--- src/rtl/fir_decimator.sv ---
// rtl/fir_decimator.sv - power-of-two sample decimator feeding a first-word-fall-through FIFO
// Optional box-car averaging when DECIM_AVERAGE_EN is defined; plain last-sample pick otherwise.
module fir_decimator #(
  parameter int DATA_WIDTH      = 16,
  parameter int MAX_RATIO_LOG2  = 4,
  parameter int FIFO_DEPTH_LOG2 = 3
) (
  input  logic                         clk,
  input  logic                         rst,
  input  logic signed [DATA_WIDTH-1:0] data_in,
  input  logic                         in_valid,
  input  logic [3:0]                   ratio_log2,
  output logic signed [DATA_WIDTH-1:0] data_out,
  output logic                         out_valid,
  input  logic                         out_ready,
  output logic [FIFO_DEPTH_LOG2:0]     fill,
  output logic                         overflow
);

  localparam int PW    = (MAX_RATIO_LOG2 > 0) ? MAX_RATIO_LOG2 : 1;
  localparam int DEPTH = 1 << FIFO_DEPTH_LOG2;
  localparam logic [3:0] RMAX = 4'(MAX_RATIO_LOG2);
  localparam logic [FIFO_DEPTH_LOG2:0] FULL_CNT = (FIFO_DEPTH_LOG2 + 1)'(DEPTH);

  logic [PW-1:0]                phase;
  logic [3:0]                   r_cur;
  logic [3:0]                   r_eff;
  logic [PW:0]                  win_len;
  logic                         win_end;
  logic signed [DATA_WIDTH-1:0] sample_val;
  logic                         prod_valid;
  logic signed [DATA_WIDTH-1:0] prod_data;

  // The ratio only takes effect on the first sample of a window.
  assign r_eff   = (phase == '0) ? ((ratio_log2 > RMAX) ? RMAX : ratio_log2) : r_cur;
  assign win_len = (PW + 1)'(1) << r_eff;
  assign win_end = in_valid && ({1'b0, phase} == win_len - 1'b1);

  always_ff @(posedge clk or posedge rst) begin
    if (rst) begin
      phase <= '0;
      r_cur <= '0;
    end else if (in_valid) begin
      if (phase == '0) r_cur <= r_eff;
      phase <= win_end ? '0 : phase + 1'b1;
    end
  end

`ifdef DECIM_AVERAGE_EN
  localparam int AW = DATA_WIDTH + MAX_RATIO_LOG2;
  logic signed [AW-1:0] acc;
  logic signed [AW-1:0] acc_next;
  logic signed [AW-1:0] avg_shift;

  assign acc_next   = (phase == '0) ? AW'(data_in) : acc + AW'(data_in);
  assign avg_shift  = acc_next >>> r_eff;
  assign sample_val = avg_shift[DATA_WIDTH-1:0];

  always_ff @(posedge clk or posedge rst) begin
    if (rst)           acc <= '0;
    else if (in_valid) acc <= acc_next;
  end
`else
  assign sample_val = data_in;
`endif

  always_ff @(posedge clk or posedge rst) begin
    if (rst) begin
      prod_valid <= 1'b0;
      prod_data  <= '0;
    end else begin
      prod_valid <= win_end;
      if (win_end) prod_data <= sample_val;
    end
  end

  logic [DATA_WIDTH-1:0]      mem [DEPTH];
  logic [FIFO_DEPTH_LOG2-1:0] wr_ptr;
  logic [FIFO_DEPTH_LOG2-1:0] rd_ptr;
  logic [FIFO_DEPTH_LOG2-1:0] rd_next;
  logic [FIFO_DEPTH_LOG2:0]   count;
  logic                       pop;
  logic                       do_write;

  assign out_valid = (count != '0);
  assign fill      = count;
  assign pop       = out_valid && out_ready;
  assign do_write  = prod_valid && ((count != FULL_CNT) || pop);
  assign rd_next   = rd_ptr + 1'b1;

  always_ff @(posedge clk) begin
    if (do_write) mem[wr_ptr] <= prod_data;
  end

  // data_out is a register so it can hold its last value once the FIFO empties.
  always_ff @(posedge clk or posedge rst) begin
    if (rst) begin
      wr_ptr   <= '0;
      rd_ptr   <= '0;
      count    <= '0;
      data_out <= '0;
      overflow <= 1'b0;
    end else begin
      if (do_write) wr_ptr <= wr_ptr + 1'b1;
      if (pop)      rd_ptr <= rd_next;
      case ({do_write, pop})
        2'b10:   count <= count + 1'b1;
        2'b01:   count <= count - 1'b1;
        default: count <= count;
      endcase
      if (prod_valid && !do_write) overflow <= 1'b1;
      if (do_write && (count == '0))
        data_out <= prod_data;
      else if (pop && (count > 1))
        data_out <= $signed(mem[rd_next]);
      else if (pop && do_write)
        data_out <= prod_data;
    end
  end

endmodule
--- config.mk ---
export PLATFORM = sky130hd
export DESIGN_NAME = fir_decimator
export DESIGN_NICKNAME = d
export VERILOG_FILES = /design/src/rtl/fir_decimator.sv
export SDC_FILE = /design/constraint.sdc
export NUM_CORES = 1
export LEC_CHECK = 0
export ABC_AREA = 1
export CAP_MARGIN = 0
export CORE_MARGIN = 2
export CORE_UTILIZATION = 45
export CTS_CLUSTER_SIZE = 25
export DETAILED_ROUTE_END_ITERATION = 7
export GPL_ROUTABILITY_DRIVEN = 1
export PLACE_DENSITY = 0.62
export SETUP_SLACK_MARGIN = 0.1
export SYNTH_ARGS = -nofsm -noshare
export SYNTH_HDL_FRONTEND = slang
export SYNTH_SLANG_ARGS = --single-unit
--- constraint.sdc ---
create_clock -name clk -period 3.1 [get_ports clk]
set_clock_uncertainty 0.1 [all_clocks]
set_input_delay 0.62 -clock clk [delete_from_list [all_inputs] [get_ports clk]]
set_output_delay 0.62 -clock clk [all_outputs]
set_load 0.01 [all_outputs]
### After elaboration in Yosys (flattened, before gate mapping)

Memories as Yosys holds them, arrays and structs flattened.
Index checks and enable logic that the tools add are counted.

| storage, ports and cells | value |
|---|---|
| flip-flop bits (word level) | 52 |
| bits in writable memories | 128 |
| bits of input ports | 24 |
| output and inout bits | 22 |
| memories | 1 |

| cells by class | value |
|---|---|
| $add $sub $neg | 6 |
| $lt $le $gt $ge | 2 |
| equality and inequality tests | 4 |
| shifts and indexed selects | 1 |
| muxes and demuxes | 9 |
| reductions and logical operators | 15 |

Memories:

| name | depth | bits a word | read ports | clocked after Yosys merged registers in | wr ports | line | source |
|---|---|---|---|---|---|---|---|
| mem | 8 | 16 | 1 | 0 | 1 | 77 | `logic [DATA_WIDTH-1:0] mem [DEPTH];` |

Operator list:

| operator | number |
|---|---|
| 2-to-1 mux 16 bit | 3 |
| 2-to-1 mux 4 bit | 3 |
| adder 4 x 1 -> 4 bit, second input constant | 2 |
| zero test 4 bit | 2 |
| one-hot mux 4 bit (2 select lines) | 1 |
| logical AND 1 bit | 7 |
| adder 3 x 1 -> 3 bit, second input constant | 2 |
| equality test 4 x 5 -> 1 bit | 1 |
| << shifter 1 x 4 -> 5 bit, first input constant | 1 |
| subtractor 5 x 1 -> 5 bit, second input constant | 1 |
| > comparator 4 x 1 -> 1 bit, second input constant | 1 |
| > comparator 4 x 3 -> 1 bit, second input constant | 1 |
| inequality test 4 bit, second input constant | 1 |
| nonzero test 4 bit | 1 |
| subtractor 4 x 1 -> 4 bit, second input constant | 1 |
| nonzero test 3 bit | 1 |
| equality test 2 x 1 -> 1 bit, second input constant | 1 |
| equality test 2 bit, second input constant | 1 |
| 2-to-1 mux 1 bit | 2 |
| AND reduction 2 bit | 1 |
| nonzero test 2 bit | 1 |
| zero test 1 bit | 1 |
| logical OR 1 bit | 1 |

### Depth between registers and ports, before layout

Gate-level depths: netlist (run 1).

| logic depth | value |
|---|---|
| word-level depth | 8 |
| depth in mapped cells | 19 |
| mapped depth without buffers | 18 |

### Worst setup path before layout (run 1)

No wires, ideal clock.

| path | value |
|---|---|
| path type | register to register |
| start | register count[0] (netlist: fill[0]) |
| end | memory mem[4][0] (enable) |
| setup time | 0.388 ns |
| arrival time | 2.341 ns |
| required time | 2.612 ns |
| setup slack | 0.270 ns |
| cell stages (with the launch flop) | 9 |
| path through | dfrtp_1 -> inv_1 -> ha_1 -> inv_1 -> nor2_1 -> a31oi_1 -> inv_2 -> or2_2 -> nor2_1 |

| between the ends | value |
|---|---|
| cells in the longest elaborated chain, start to end | 6 |
| elaborated cells between the ends (all ways) | 7 |

RTL lines:

| what | line | source |
|---|---|---|
| from (decl) | 81 | `logic [FIFO_DEPTH_LOG2:0] count;` |
| from (signal assigned) | 107 | `2'b10: count <= count + 1'b1;` |
| from (signal assigned) | 108 | `2'b01: count <= count - 1'b1;` |
| from (signal assigned) | 109 | `default: count <= count;` |
| nonzero test 4 bit | 85 | `assign out_valid = (count != '0);` |
| logical AND 1 bit | 87 | `assign pop = out_valid && out_ready;` |
| logical OR 1 bit * | 88 | `assign do_write = prod_valid && ((count != FULL_CNT) \|\| pop);` |
| logical AND 1 bit * | 88 |  |
| 2-to-1 mux 1 bit * | 92 | `if (do_write) mem[wr_ptr] <= prod_data;` |
| 2-to-1 mux 1 bit (not written as such) * | 92 |  |
| to (decl) | 77 |  |

Every way passes the cells marked *; elsewhere a longest branch is shown, timed or not.

### Worst setup path after layout (run 1)

| path | value |
|---|---|
| start | register phase[1] |
| end | register prod_data[9] |

| between the ends | value |
|---|---|
| cells in the longest elaborated chain, start to end | 6 |

RTL lines:

| what | line | source |
|---|---|---|
| from (decl) | 25 | `logic [PW-1:0] phase;` |
| from (signal assigned) | 45 | `phase <= win_end ? '0 : phase + 1'b1;` |
| zero test 4 bit | 35 | `assign r_eff = (phase == '0) ? ((ratio_log2 > RMAX) ? RMAX : ratio_log2) : r_cur;` |
| 2-to-1 mux 4 bit | 35 |  |
| << shifter 1 x 4 -> 5 bit | 36 | `assign win_len = (PW + 1)'(1) << r_eff;` |
| subtractor 5 x 1 -> 5 bit | 37 | `assign win_end = in_valid && ({1'b0, phase} == win_len - 1'b1);` |
| equality test 4 x 5 -> 1 bit * | 37 |  |
| logical AND 1 bit * | 37 |  |
| to (signal assigned) | 73 | `if (win_end) prod_data <= sample_val;` |
| to (decl) | 32 | `logic signed [DATA_WIDTH-1:0] prod_data;` |

Marks and branches as above.
A chain may end at the register's enable or synchronous reset.

==> results.sh, run 1 <==
export IMPL_worst_pin_slew_ns=0.9900
export IMPL_dieArea_um2=18110
export IMPL_htree_num_levels=4
export IMPL_reg2regPathDepth=18
export IMPL_cts_sinks=180
export IMPL_cp_arrival_ns=3.10
export IMPL_path_class="register to register"
export IMPL_synthesis_nets=716
export IMPL_place_gp_congestion=0.8751
export IMPL_min_to="overflow"
export IMPL_nets=775
export IMPL_switchingPower_mw=3.808
export IMPL_layout_min_cycle_time_ns=2.837
export IMPL_post_place_ws_ns=-0.06749
export IMPL_fmax_mhz=352.5
export IMPL_rsz0062_at_grt="false"
export IMPL_r2r_slack_ns=0.26
export IMPL_p_int_mw=5.745
export IMPL_cellPowerDensity_nw_per_um2=1047
export IMPL_maxCapViolCount=0
export IMPL_io_pins=46
export IMPL_overflow=0
export IMPL_clkSlewWorstSetupHoldPaths_ns=0.07
export IMPL_cts_hold_buf=0
export IMPL_max_clock_path_buffers=2
export IMPL_start_kind="register"
export IMPL_yosysTopAreaCellShare_pct=50.09
export IMPL_clkPwrFrac_pct=21.3
export IMPL_die_x_um=134.6
export IMPL_power_frac_comb_pct=41.2
export IMPL_ant_nets=0
export IMPL_setup_slack_ns=0.2631
export IMPL_core_rowCount=47
export IMPL_crit_path_cell_trace="inv_1 > ha_4 > nand2_1 > nor2_2 > nand2_1 > nand2_2 > nand2_2 > nor2_1 > inv_1 > ha_4 > a21oi_2 > o211ai_1 > a21oi_2 > nand2_2 > nor2_8 > buf_8 > nand3_1 > nand2_1"
export IMPL_diodes=0
export IMPL_cts_tree="done"
export IMPL_status="finished, final reports clean"
export IMPL_grt_max_degree=66
export IMPL_max_stage_delay_ns=0.44
export IMPL_cp_num_buf_inv=3
export IMPL_core_area_um2=16640
export IMPL_cp_slowest_cell="dfrtp_2"
export IMPL_ir_worst_vdd_mv=0.8278
export IMPL_antenna_found_initial=0
export IMPL_whs_ns=0.3772
export IMPL_power_leakage_nw=3.442
export IMPL_worstPathRequired_ns=3.37
export IMPL_r2r_start="phase[1]"
export IMPL_areaGrowthSynthToFinish_pct=18.87
export IMPL_grt_pass1_wl_mm=25.53
export IMPL_via_per_inst=5.201
export IMPL_drv_slew=0
export IMPL_r2r_end="prod_data[9]"
export IMPL_seq_area_frac_synth_pct=67.05
export IMPL_syn_inst=684
export IMPL_clockRootBuffer="clkbuf_16"
export IMPL_slew_limit_headroom_pct=33.93
export IMPL_wl_per_cell_um=16.70
export IMPL_post_route_period_util_pct=91.51
export IMPL_crit_family="simple AND/OR/NAND/NOR gates"
export IMPL_drt_pass1_iterations=5
export IMPL_min_from="overflow"
export IMPL_swShare_pct=39.86
export IMPL_yosysUniqueCellTypes=35
export IMPL_power_mw=9.553
export IMPL_netlist_area_um2=7674
export IMPL_synth_seq_cells=180
export IMPL_crit_fanout=7
export IMPL_grt_use_total_pct=18.53
export IMPL_dr_first_iter_drc_count=447
export IMPL_hold_depth=1
export IMPL_syn_area_per_cell_um2=11.22
export IMPL_tritoncts_num_buffers=17
export IMPL_drive_gt1_share_pct=12.96
export IMPL_initial_utilization_pct=46.11
export IMPL_routed_wl_mm=16.30
export IMPL_clock_latency_ns=0.42
export IMPL_grt_pass1_vias=4782
export IMPL_finalHoldViolations=0
export IMPL_synth_top_area_cell="edfxtp_1"
export IMPL_drc=0
export IMPL_endpoint_kind="register"
export IMPL_yosys_warnings=0
export IMPL_synthTopCellsByArea="edfxtp_1 (50%), dfrtp_1 (17%), nor2_1 (6.5%)"
export IMPL_die_h_um=134.6
export IMPL_p_seq_share_pct=37.5
export IMPL_holdCritPathClass="register to register"
export IMPL_dp_hpwl_mm=9.804
export IMPL_detailroute_via_count=5076
export IMPL_io_buffers=45
export IMPL_setup_viol=0
==> registers in the layout, indices dropped and copies added, names as in the netlist <==
| name | flops |
|---|---|
| data_out | 16 |
| mem | 128 |
| fill | 4 |
| r_cur | 4 |
| prod_data | 16 |
| overflow | 1 |
| wr_ptr | 3 |
| prod_valid | 1 |
| rd_ptr | 3 |
| phase | 4 |
==> worst max path at each step <==
stage               slack (ns)          start  cells past startpoint            end
floorplan                 0.27        fill[0]                      8      mem[4][0]
global placement          0.05  ratio_log2[3]                     16  prod_data[11]
CTS                       0.11       phase[1]                     18   prod_data[9]
detailed placement       -0.07  ratio_log2[3]                     16   prod_data[9]
finish                    0.26       phase[1]                     18   prod_data[9]
global route              0.11       phase[1]                     18  prod_data[11]
==> cell usage in the layout (no fill, tap or decap), types with 2 or more instances in the layout <==
| master | instances |
|---|---|
| ha_1 | 6 |
| o211ai_1 | 33 |
| edfxtp_1 | 128 |
| xor2_1 | 7 |
| xnor2_1 | 2 |
| nand2_4 | 3 |
| nand3_1 | 23 |
| clkdlybuf4s50_1 | 45 |
| buf_4 | 21 |
| nand2_8 | 2 |
| inv_1 | 30 |
| clkinv_2 | 3 |
| nor2_4 | 2 |
| nand4_1 | 3 |
| a31oi_1 | 17 |
| clkinvlp_4 | 5 |
| clkbuf_16 | 18 |
| dfrtp_1 | 51 |
| inv_6 | 2 |
| nor2_1 | 132 |
| inv_4 | 2 |
| ha_4 | 2 |
| a21oi_2 | 3 |
| o21ai_0 | 89 |
| buf_12 | 3 |
| nand2_2 | 18 |
| inv_2 | 2 |
| nand3b_1 | 2 |
| nand2_1 | 86 |
==> routing by layer <==
metal / routed length (um) / vias to the layer above / global-route usage (%)
met2: 7348 / 161 / 28.88
met1: 7818 / 2397 / 26.15
li1: - / 2506 / -
met4: 154 / 0 / 5.029
met3: 975 / 12 / 4.655
met5: 0 / - / 0
==> synthesized netlist by cell type <==
library cell / count
nand3_1: 23
nand3b_1: 2
o21ai_2: 1
buf_4: 2
nand2_2: 18
nand2_4: 3
nand3_4: 1
nor3_1: 1
o21ai_0: 89
nand2_8: 1
nor2_1: 133
nor2_8: 1
buf_1: 4
o21ai_1: 1
ha_1: 8
a21oi_2: 2
nand3_2: 1
nor2_4: 2
edfxtp_1: 128
clkbuf_1: 20
xnor2_1: 2
a31oi_1: 17
dfrtp_1: 52
inv_2: 1
buf_6: 3
o211ai_1: 33
nand2_1: 86
inv_1: 31
xor2_1: 7
a21oi_1: 2
inv_4: 1
a41o_1: 1
buf_2: 3
nand4_1: 3
or2_2: 1
==> layout make-up <==
type	count	area [um2]
fillers	1392	7521
flip-flops and latches	180	5146
multi-input cells	440	2300
repair buffers	71	708.2
clock buffers	18	439.2
well taps	220	275.3
clock inverters	14	126.4
inverters	33	126.4
==> logic make-up after synthesis <==
kind of cell | count (synthesis) | synth area share [%]
compound gates | 146 | 11.09
fa+ha+maj | 8 | 1.304
xor+xnor | 9 | 1.027
flops | 180 | 67.05
simple gates | 276 | 15.88
buf+inv | 65 | 3.652
==> repair_timing <==
item	CTS	global route
resized for setup	0	9
endpoints found under the setup margin	0	21
setup buffers	0	4
==> power groups by stage <==
stage	Clock (mW)	Sequential [mW]	Combinational (mW)
2_1_floorplan	0	3.53	2.59
3_3_place_gp	0	3.60	3.61
3_5_place_dp	0	3.63	3.71
4_1_cts	2.06	3.58	3.73
5_1_grt	2.16	3.65	4.39
6_report	2.03	3.59	3.93
==> metrics by stage <==
stage | setup TNS, ns | cell area (um2) | instances | utilization, %
4_1_cts | 0 | 9006 | 970 | 54.12
5_1_grt | 0 | 9121 | 976 | 54.81
3_3_place_gp | 0 | 8441 | 938 | 50.72
2_1_floorplan | 0 | 7674 | 684 | -
3_5_place_dp | -0.8297 | 8441 | 938 | 50.72
6_report | 0 | 9121 | 976 | 54.81
No activity file was read; power rests on OpenSTA's default activity.
==> inputs of run 2 (changes only) <==
--- a/config.mk
+++ b/config.mk
@@ -13,7 +13,7 @@
 export DETAILED_ROUTE_END_ITERATION = 7
 export GPL_ROUTABILITY_DRIVEN = 1
 export PLACE_DENSITY = 0.62
-export SETUP_SLACK_MARGIN = 0.1
+export SETUP_SLACK_MARGIN = 0.4
 export SYNTH_ARGS = -nofsm -noshare
 export SYNTH_HDL_FRONTEND = slang
 export SYNTH_SLANG_ARGS = --single-unit
==> run 2 against run 1 <==
Compared with the run above: highest routed layer unchanged; critical path type unchanged; non-clock buffer count rose by 8; critical path depth rose by 1; clock-buffer cell count rose by 4; fmax rose by 7.8%.
==> results.sh, run 2 (same netlist as run 1, synthesis figures left out) <==
export IMPL_switchingPower_mw=4.018
export IMPL_dieArea_um2=18110
export IMPL_finalSetupTns_ns=0
export IMPL_cp_slowest_cell="dfrtp_1"
export IMPL_fin_cells=986
export IMPL_dr_first_iter_drc_count=455
export IMPL_maxCapViolCount=0
export IMPL_grt_max_degree=66
export IMPL_drive_gt1_share_pct=17.75
export IMPL_regMostFlops="mem"
export IMPL_path_class="register to register"
export IMPL_areaGrowthSynthToFinish_pct=22.50
export IMPL_tritoncts_num_buffers=17
export IMPL_via_per_inst=5.276
export IMPL_r2r_slack_ns=0.47
export IMPL_whs_ns=0.3976
export IMPL_slew_limit_headroom_pct=31.39
export IMPL_power_frac_comb_pct=43.6
export IMPL_power_leakage_nw=3.555
export IMPL_worstPathRequired_ns=3.31
export IMPL_dp_hpwl_mm=9.959
export IMPL_die_h_um=134.6
export IMPL_cellPowerDensity_nw_per_um2=1071
export IMPL_final_cell_mix="nor2_1 (128), edfxtp_1 (128), o21ai_0 (89), nand2_1 (72), dfrtp_1 (51)"
export IMPL_layout_min_cycle_time_ns=2.631
export IMPL_core_rowCount=47
export IMPL_detailroute_via_count=5202
export IMPL_drv_slew=0
export IMPL_grt_pass1_wl_mm=26.66
export IMPL_cts_hold_buf=0
export IMPL_placed_cells=936
export IMPL_largest_register_ffs=128
export IMPL_crit_path_cell_trace="inv_2 > ha_4 > nand2_4 > nor2_4 > buf_6 > nand2_4 > nand2_2 > nor2_1 > nand3_1 > ha_4 > a21oi_2 > o211ai_1 > a21oi_2 > nand2_2 > nor2_8 > buf_12 > nand2_8 > nand2_2 > nand2_1"
export IMPL_critPathMostFrequentCell="nand2_2"
export IMPL_nets=785
export IMPL_clockRootBuffer="clkbuf_16"
export IMPL_cts_tree="done"
export IMPL_cp_num_buf_inv=3
export IMPL_die_x_um=134.6
export IMPL_place_gp_congestion=0.8010
export IMPL_p_int_mw=6.052
export IMPL_io_pins=46
export IMPL_htree_num_levels=4
export IMPL_rsz0062_at_grt="true"
export IMPL_p_seq_share_pct=35.6
export IMPL_routed_wl_mm=16.88
export IMPL_post_route_period_util_pct=84.86
export IMPL_endpoint_kind="register"
export IMPL_diodes=0
export IMPL_max_stage_delay_ns=0.40
export IMPL_core_area_um2=16640
export IMPL_finalHoldViolations=0
export IMPL_setup_viol=0
export IMPL_ir_worst_vdd_mv=0.8857
export IMPL_drt_pass1_iterations=5
export IMPL_cts_sinks=180
export IMPL_crit_family="simple AND/OR/NAND/NOR gates"
export IMPL_holdCritPathClass="register to register"
export IMPL_io_buffers=45
export IMPL_antenna_found_initial=0
export IMPL_overflow=0
export IMPL_clkPwrFrac_pct=20.8
export IMPL_worst_pin_slew_ns=1.028
export IMPL_clock_latency_ns=0.42
export IMPL_start_kind="register"
export IMPL_status="finished, final reports clean"
export IMPL_clkSlewWorstSetupHoldPaths_ns=0.06
export IMPL_drc=0
export IMPL_swShare_pct=39.90
export IMPL_fmax_mhz=380.1
export IMPL_wl_per_cell_um=17.12
export IMPL_max_clock_path_buffers=2
export IMPL_grt_pass1_vias=5061
export IMPL_reg_top3="mem x128, data_out x16, prod_data x16"
export IMPL_fillers=1370
export IMPL_cp_arrival_ns=2.84
export IMPL_crit_fanout=5
export IMPL_ant_nets=0
export IMPL_initial_utilization_pct=46.11
export IMPL_grt_use_total_pct=19.15
==> run 2: power groups by stage <==
stage	Sequential, mW	Combinational, mW	Clock (mW)
2_1_floorplan	3.53	2.59	0
6_report	3.59	4.39	2.10
5_1_grt	3.65	4.86	2.23
3_3_place_gp	3.60	3.57	0
3_5_place_dp	3.63	3.70	0
4_1_cts	3.57	3.90	2.13
==> run 2: per-stage QoR <==
| stage | worst slack, ns | utilization [%] | area, um2 | total power [mW] |
|---|---|---|---|---|
| floorplan | 0.2704 | - | 7679 | 6.118 |
| global placement | 0.06097 | 50.66 | 8431 | 7.171 |
| detailed placement | 0.009884 | 50.66 | 8431 | 7.325 |
| CTS | 0.4114 | 54.78 | 9116 | 9.601 |
| global route | 0.2827 | 56.48 | 9400 | 10.74 |
| finish | 0.4692 | 56.48 | 9400 | 10.07 |
==> run 2: repair_timing <==
item,CTS,global route
pin swaps,7,31
setup buffers,7,7
cloned,2,2
resized for setup,10,47
hold endpoints to repair,0,0
endpoints found under the setup margin,21,21
==> run 2: layout make-up <==
cell class	instances	area, um2	area share (%)
sequential	180	5146	54.75
multi-input combinational	442	2465	26.22
timing repair buffer	79	803.3	8.545
clock buffer	22	474.2	5.045
tap	220	275.3	2.928
inverter	33	128.9	1.371
clock inverter	10	107.6	1.145
==> run 2: metal layers <==
layer	vias up	GRT usage, %	share of wire [%]
li1	2526	-	-
met1	2513	27.33	48
met2	136	29.99	47
met3	27	3.303	4.1
met4	0	6.608	1.7
met5	-	0	0
==> run 2: final timing paths <==
kind	depth (start not counted)	end	from
setup / recovery	19	prod_data[14]	phase[0]
hold / removal	2	rd_ptr[1]	rd_ptr[1]
setup reg to reg	19	prod_data[14]	phase[0]
hold reg to reg	2	rd_ptr[1]	rd_ptr[1]
max in group asynchronous	3	data_out[5]	rst
min in group asynchronous	2	r_cur[1]	rst
==> run 2: tightest hold or removal path, cell delays in order, from the launching register on <==
cell	delay (ns)
dfrtp_1	0.35
nand2_1	0.06
nand2_1	0.06
